### src/rtl/fu_resp_queue.sv
// In-order result queue between a function unit and the execute-unit arbiter:
// up to wwd results enter per cycle, the oldest ewd are presented as claimable lanes.
module fu_resp_queue #(
    parameter int unsigned ewd   = 2,
    parameter int unsigned wwd   = 2,
    parameter int unsigned depth = 8,
    parameter int unsigned dwd   = 64
) (
    input  logic                          clk,
    input  logic                          rst,
    input  logic                          flush,
    input  logic [wwd-1:0][dwd-1:0]       in_data,
    output logic                          in_ready,
    output logic [ewd-1:0][dwd-1:0]       fu_resp,
    input  logic [ewd-1:0]                fu_claim,
    output logic [$clog2(depth):0]        count,
    output logic                          ovf_err
);

    localparam int unsigned AW = $clog2(depth);
    localparam int unsigned CW = AW + 1;

    logic [dwd-1:0]          r_mem [depth];
    logic [AW-1:0]           r_head;
    logic [AW-1:0]           r_tail;
    logic [CW-1:0]           r_count;
    logic                    r_ovf_err;

    logic [CW-1:0]           w_deq;
    logic                    w_run;
    logic [ewd-1:0]          w_claim_ok;
    logic                    w_claim_err;
    logic [CW-1:0]           w_enq;
    logic [wwd-1:0]          w_valid;
    logic [wwd-1:0]          w_wr_en;
    logic [wwd-1:0][AW-1:0]  w_wr_ptr;
    logic                    w_drop;

    assign in_ready = ((CW'(depth) - r_count) >= CW'(wwd));
    assign count    = r_count;
    assign ovf_err  = r_ovf_err;

    always_comb begin
        for (int unsigned j = 0; j < ewd; j++) begin
            fu_resp[j] = '0;
            if (CW'(j) < r_count) fu_resp[j] = r_mem[r_head + AW'(j)];
        end
    end

    // Dequeue only the unbroken run of claims starting at lane 0; anything else is an error.
    always_comb begin
        w_deq      = '0;
        w_run      = 1'b1;
        w_claim_ok = '0;
        for (int unsigned j = 0; j < ewd; j++) begin
            if (w_run && fu_claim[j] && (CW'(j) < r_count)) begin
                w_deq         = w_deq + CW'(1);
                w_claim_ok[j] = 1'b1;
            end else begin
                w_run = 1'b0;
            end
        end
        w_claim_err = |(fu_claim & ~w_claim_ok);
    end

    // Valid ports are packed into consecutive slots starting at tail.
    always_comb begin
        w_enq    = '0;
        w_wr_en  = '0;
        w_wr_ptr = '0;
        for (int unsigned k = 0; k < wwd; k++) begin
            w_valid[k]  = in_data[k][15];
            w_wr_ptr[k] = r_tail + w_enq[AW-1:0];
            if (in_ready && w_valid[k]) begin
                w_wr_en[k] = 1'b1;
                w_enq      = w_enq + CW'(1);
            end
        end
        w_drop = !in_ready && (|w_valid);
    end

    always_ff @(posedge clk or negedge rst) begin
        if (!rst) begin
            r_head    <= '0;
            r_tail    <= '0;
            r_count   <= '0;
            r_ovf_err <= 1'b0;
            for (int unsigned i = 0; i < depth; i++) r_mem[i] <= '0;
        end else begin
            r_ovf_err <= r_ovf_err | w_drop | w_claim_err;
            if (flush) begin
                r_head  <= '0;
                r_tail  <= '0;
                r_count <= '0;
            end else begin
                r_head  <= r_head + w_deq[AW-1:0];
                r_tail  <= r_tail + w_enq[AW-1:0];
                r_count <= r_count + w_enq - w_deq;
                for (int unsigned k = 0; k < wwd; k++) begin
                    if (w_wr_en[k]) r_mem[w_wr_ptr[k]] <= in_data[k];
                end
            end
        end
    end

endmodule

### config.mk
export PLATFORM = sky130hd
export DESIGN_NAME = fu_resp_queue
export DESIGN_NICKNAME = d
export VERILOG_FILES = /design/src/rtl/fu_resp_queue.sv
export SDC_FILE = /design/constraint.sdc
export NUM_CORES = 2
export LEC_CHECK = 0
export ABC_CLOCK_PERIOD_IN_PS = 6500
export BUFFER_PORTS_ARGS = -buffer_cell sky130_fd_sc_hd__buf_2
export CAP_MARGIN = 20
export CORE_MARGIN = 5
export CORE_UTILIZATION = 45
export DETAILED_ROUTE_END_ITERATION = 12
export GPL_ROUTABILITY_DRIVEN = 0
export PLACE_DENSITY = 0.6
export SYNTH_ARGS = -nofsm -noshare
export SYNTH_HDL_FRONTEND = slang
export SYNTH_SLANG_ARGS = --single-unit
### constraint.sdc
create_clock -name clk -period 6.5 [get_ports clk]
set_input_delay 0.325 -clock clk [delete_from_list [all_inputs] [get_ports clk]]
set_output_delay 0.325 -clock clk [all_outputs]
set_load 0.02 [all_outputs]
# ---- After elaboration in Yosys (flattened, before gate mapping)
# Cells that the tools add are included.
# Widths: inputs -> output; s select.
dict set report classes {
  n_bitwise 8
  n_eq_ne 0
  n_reduce_logical 11
  mul 0
  div 0
  n_shift 0
  mux 28
  n_lt_le_gt_ge 9
  add_sub_neg 9
}
# op n
set ops {}
lappend ops {{$mux 512} 3}
lappend ops {{$bwmux 512} 2}
lappend ops {{$mux 64} 8}
lappend ops {{$bmux 64 s3} 2}
lappend ops {{$demux 64 s3} 2}
lappend ops {{$ge 4x4->1 const B} 4}
lappend ops {{$not 3->4} 4}
lappend ops {{$mux 4} 3}
lappend ops {{$add 3x3->3} 3}
lappend ops {{$add 4x1->4 const B} 2}
lappend ops {{$logic_and 1x1->1} 8}
lappend ops {{$lt 1x4->1 const A} 2}
lappend ops {{$lt 4x1->1 const B} 2}
lappend ops {{$mux 1} 6}
lappend ops {{$mux 3} 2}
lappend ops {{$add 4x4->4} 1}
lappend ops {{$ge 4x2->1 const B} 1}
lappend ops {{$reduce_or 2->1} 2}
lappend ops {{$sub 4x4->4} 1}
lappend ops {{$sub 4x4->4 const A} 1}
lappend ops {{$add 3x1->3 const B} 1}
lappend ops {{$and 2x2->2} 1}
lappend ops {{$not 2->2} 1}
lappend ops {{$or 1x1->1} 2}
lappend ops {{$logic_not 1->1} 1}
dict set report totals {
  ram_bits 0
  latch_bits 0
  word_cells 77
  inputBits 133
  output_inout_bits 134
  register_bits 523
  rom_bits 0
  n_memories 0
}

# ---- Logic depth before layout (Yosys ltp)
dict set report depth {
  word_depth 12
  ltp_mapped 15
}

# ---- Worst setup path before layout
# No wires, ideal clock.
dict set report synth_path {
  kind {register to register}
  startpoint {reg r_count[1], in the netlist count[1]}
  endpoint {reg r_mem[318] (netlist name)}
  stages_incl_launch_ff 15
  arrival_ns 3.656
  setup_ns 0.132
  path_slack_ns 2.712
  t_required_ns 6.368
  path_cell_list {dfrtp_1 > inv_1 > ha_1 > nor3b_1 > a41o_1 > nand2_1 > and2_1 > ha_1 > ha_1 > nand3_1 > clkbuf_1 > nor2_1 > o221ai_2 > clkbuf_1 > o2bb2ai_1}
}
dict set report synth_between {
  elab_chain_len 12
  elab_cells_between_ends 18
}
# item line
set synth_rtl {}
lappend synth_rtl {{start: declaration} 26} ;# logic [CW-1:0] r_count;
lappend synth_rtl {{start signal: assignment} 98} ;# r_count <= r_count + w_enq - w_deq;
lappend synth_rtl {{$sub 4x4->4 (*)} 39} ;# assign in_ready = ((CW'(depth) - r_count) >= CW'(wwd));
lappend synth_rtl {{$ge 4x2->1 (*)} 39}
lappend synth_rtl {{net in_ready} 13} ;# output logic in_ready,
lappend synth_rtl {{$logic_and 1x1->1} 74} ;# if (in_ready && w_valid[k]) begin
lappend synth_rtl {{$mux 1} 74}
lappend synth_rtl {{$add 3x3->3} 73} ;# w_wr_ptr[k] = r_tail + w_enq[AW-1:0];
lappend synth_rtl {{$not 3->4 (implied by the code)} 100} ;# if (w_wr_en[k]) r_mem[w_wr_ptr[k]] <= in_data[k];
lappend synth_rtl {{$ge 4x4->1 (implied by the code) / $lt 4x1->1 (equally long branches)} 100}
lappend synth_rtl {{$logic_and 1x1->1 (implied by the code)} 100}
lappend synth_rtl {{$mux 64 (implied by the code)} 100}
lappend synth_rtl {{$demux 64 s3} 100}
lappend synth_rtl {{$bwmux 512} 100}
lappend synth_rtl {{$mux 512 (*)} 100}
lappend synth_rtl {{end signal: indexed assignment} 100}
lappend synth_rtl {{end: declaration} 23} ;# logic [dwd-1:0] r_mem [depth];
# Mark *: on every way through the listed nets, which the timed path passes. The rest lies on a longest branch. The select of a mux whose other input is x is not followed.
# A chain may end at the register's enable or synchronous reset.

# ---- Worst setup path after layout
dict set report layout_path {
  startpoint {reg r_count[1], in the netlist count[1]}
  endpoint {reg r_mem[306] (netlist name)}
}
dict set report layout_between {
  elab_chain_len 12
  elab_cells_between_ends 18
}
# item line
set layout_rtl {}
lappend layout_rtl {{$sub 4x4->4 (*)} 39}
lappend layout_rtl {{$ge 4x2->1 (*)} 39}
lappend layout_rtl {{$logic_and 1x1->1} 74}
lappend layout_rtl {{$mux 1} 74}
lappend layout_rtl {{$add 3x3->3} 73}
lappend layout_rtl {{$not 3->4 (implied by the code)} 100}
lappend layout_rtl {{$ge 4x4->1 (implied by the code) / $lt 4x1->1 (equally long branches)} 100}
lappend layout_rtl {{$logic_and 1x1->1 (implied by the code)} 100}
lappend layout_rtl {{$mux 64 (implied by the code)} 100}
lappend layout_rtl {{$demux 64 s3} 100}
lappend layout_rtl {{$bwmux 512} 100}
lappend layout_rtl {{$mux 512 (*)} 100}
# Mark *: on every way between the ends. The rest lies on a longest branch, timed or not. The select of a mux whose other input is x is not followed.

==> key figures <==
GRT
  • Total gr overflow: 0
  • Pin count of the biggest net entering global routing: 237
  • Overall Global Routing Usage: 0.314
  • First-pass GRT wire length: 208 mm
  • Antenna violations before repair: 21
  • Vias in the first global route: 31.1k

Yosys
  • Mux cell area share after synthesis: 0.253
  • Mean Syn Cell Area: 11.5 µm²
  • EDFF count, synth: 0
  • Cell count after synthesis: 3077
  • Synth Area in XOR/XNOR: 0.00220
  • Synth warn: 0
  • Cell area after synthesis: 35300 µm²
  • Count of state elements after synthesis: 523
  • Post-Synth Simple-Gate Area: 0.0740
  • Adder-Cell Fraction of Synth Area: 0.00724
  • Syn Nets: 3228
  • Largest family of logic cells by synthesized area: multiplexers
  • FFs w/ async S/R, synth: 1.00
  • Post-synth cell types: 42
  • Top_reg_cell synth: dfrtp_1
  • Register area share after synthesis: 0.371
  • Post-synthesis compound-gate area fraction: 0.247

Power and ir drop
  • Pwr/cell area: 540 nW/µm²
  • Leakage power: 15.5 nW
  • Maximum vdd drop: 0.387 mV

Setup path
  • Largest stage delay on the critical path: 0.83 ns
  • Slowest CP cell: buf_4
  • Req. time, crit path: 7.03 ns
  • Crit Path Category: flip-flop to flip-flop
  • CP Cell Sequence: inv_1 -> ha_1 -> nor3b_1 -> a41o_1 -> nand2_1 -> and2_1 -> ha_1 -> ha_1 -> xor2_4 -> buf_4 -> nor2_4 -> o221ai_4 -> buf_4 -> o2bb2ai_1
  • Worst path arrival time: 5.72 ns
  • CP bufs+invs: 3
  • CP Capture Type: flip-flop
  • Worst path top cell family by delay: buffers and inverters
  • Worst-path maximum fanout: 75
  • Startpoint types: flip-flop
  • Reg2Reg Setup Slack: 1.31 ns
  • Most common cell on crit path: ha_1

Timing
  • Slew @ Worst Pin: 1.33 ns
  • Period minus WS final: 5.19 ns
  • Fmax: 193 MHz
  • RSZ-0062 raised after global routing: no
  • Slew margin rel.: 0.113
  • Final setup violating endpoints: 0
  • Setup TNS: 0 ns
  • Worst clock skew: 0.0267 ns
  • Hold violation total from the final report: 0
  • Tcrit/Tclk final: 0.798
  • Count of pins over their slew limit: 0

Floorplanning
  • Die area: 84100 µm²
  • Chip Height: 290 µm
  • Ports: 267
  • Chip Width: 290 µm
  • Core area: 77600 µm²
  • Initial Utilization: 0.455
  • Cell Rows: 102

CTS
  • Post-CTS sizing: 0
  • Worst-Skew Late Latency: 0.65 ns
  • Clk slew on worst S/H paths: 0.06 ns
  • Setup Buffers After CTS: 0
  • # clock sinks: 523
  • Hold-fix buffers, CTS: 3
  • CTS tree: yes
  • Clock H-tree levels: 2
  • CTS Buf Count: 61
  • Clk root buf: clkbuf_16
  • Max clock buf depth: 3

Route
  • DR vias: 29.9k
  • Post-DRT Antenna Nets: 0
  • DRT Pass-1 Iters: 6
  • Final routed DRC violation total: 0
  • Iter 0 DRT Violations: 3536
  • Final wirelength: 137 mm
  • WL/cell: 32.4 µm
  • Via/cell ratio: 7.08

Cells and area
  • Fillers: 6921
  • Fraction of layout cells with a size suffix above 1: 0.226
  • Area growth syn-to-layout: 11.6%
  • Final nets: 3265
  • Final Cell Area: 39400 µm²
  • Finished Layout Cells: 4216

Placed design
  • Port bufs: 266
  • Placed Cells incl. Taps: 4087
  • Detailed Place HPWL: 72.5 mm
  • Post-DP Area: 37200 µm²

Worst hold path
  • Class of the worst hold path: input port to flip-flop

Run
  • Max-cap violations: 0

Run status
  • Status: finished, final reports clean
[routing by layer]
metal / GRT usage / wire (µm) / up-vias
met5: 0 / 40 / -
met1: 0.428 / 55800 / 15543
li1: - / - / 12175
met3: 0.0820 / 13100 / 338
met2: 0.487 / 62800 / 1794
met4: 0.119 / 5040 / 6
[cells in the mapped netlist (3+ instances only)]
cell	n	area (µm²)
o221ai_2	6	90.1
buf_2	158	791
mux2i_1	316	3160
nand2_1	133	499
nand2b_1	8	50.1
fa_1	4	80.1
nor2_1	75	282
xnor2_1	6	52.6
mux4_2	256	5770
clkbuf_1	186	698
ha_1	14	175
and2_1	255	1600
and4b_1	3	30.0
a21boi_0	252	1890
nor2b_1	7	43.8
o2bb2ai_1	504	4410
inv_1	9	33.8
a21oi_1	68	340
buf_1	15	56.3
o211ai_1	253	1900
dfrtp_1	523	13100
[path summary, 6_finish.rpt]
check / start / to / cells past startpoint
max: count[1] / r_mem[306] / 14
min: flush / count[0] / 2
max reg2reg: count[1] / r_mem[306] / 14
min reg2reg: r_mem[143] / r_mem[143] / 1
max in group asynchronous: rst / r_mem[488] / 3
min in group asynchronous: rst / r_mem[145] / 2
[registers in the layout, summed over array words and instances, names as in the netlist]
register,flops
count,4
ovf_err,1
r_head,3
r_mem,512
r_tail,3
[cells in the final DEF (no fill, tap or decap), types with 5 or more instances in the layout]
cell,Yosys,final
clkbuf_8,0,15
mux4_2,256,256
mux2i_1,316,316
buf_12,0,9
o221ai_4,0,6
diode_2,0,18
clkbuf_16,0,63
ha_1,14,13
o2bb2ai_1,504,504
nor2_1,75,71
and2_1,255,254
o211ai_1,253,253
a21boi_0,252,252
buf_2,158,265
inv_1,9,9
a21oi_1,68,68
buf_4,1,55
nor2b_1,7,6
nand2b_1,8,8
nand2_1,133,131
clkinv_2,0,5
clkbuf_1,186,19
dfrtp_1,523,520
[kinds of logic after synthesis]
group,after synthesis
AOI/OAI and AO/OA,1092
xor gates and xnor gates,8
adders and majority gates,18
buffers and inverters,370
DFF,523
muxes,572
and+or+nand+nor,494
[final cells by class]
| class | count | area, µm² | share of cell area |
|---|---|---|---|
| Timing Repair Buffer | 334 | 1990 | 0.0506 |
| Tap cell | 1040 | 1300 | 0.0331 |
| Inverter | 10 | 37.5 | 0.000954 |
| Antenna cell | 18 | 45.0 | 0.00114 |
| Multi-Input combinational cell | 2184 | 20900 | 0.530 |
| Clock buffer | 97 | 1850 | 0.0471 |
| Sequential cell | 523 | 13100 | 0.333 |
| Clock inverter | 10 | 154 | 0.00391 |
[report_power, final]
group          total (W)  leakage, nW  internal (W)  switching (W)
clock            0.00357        0.987       0.00209        0.00148
sequential       0.00595         6.79       0.00465        0.00130
combinational     0.0117         7.76       0.00503        0.00671
[per-stage QoR]
| stage | util | total power, W | setup slack (ns) | hold slack, ns |
|---|---|---|---|---|
| floorplan | - | 0.0137 | 2.71 | 0.0294 |
| global placement | 0.480 | 0.0172 | 1.55 | 0.412 |
| detailed placement | 0.480 | 0.0175 | 1.44 | 0.417 |
| CTS | 0.506 | 0.0211 | 1.42 | 0.0199 |
| global route | 0.507 | 0.0223 | 1.12 | 0.0504 |
| finish | 0.507 | 0.0213 | 1.31 | 0.0451 |
(Power assumes the default switching activity.)
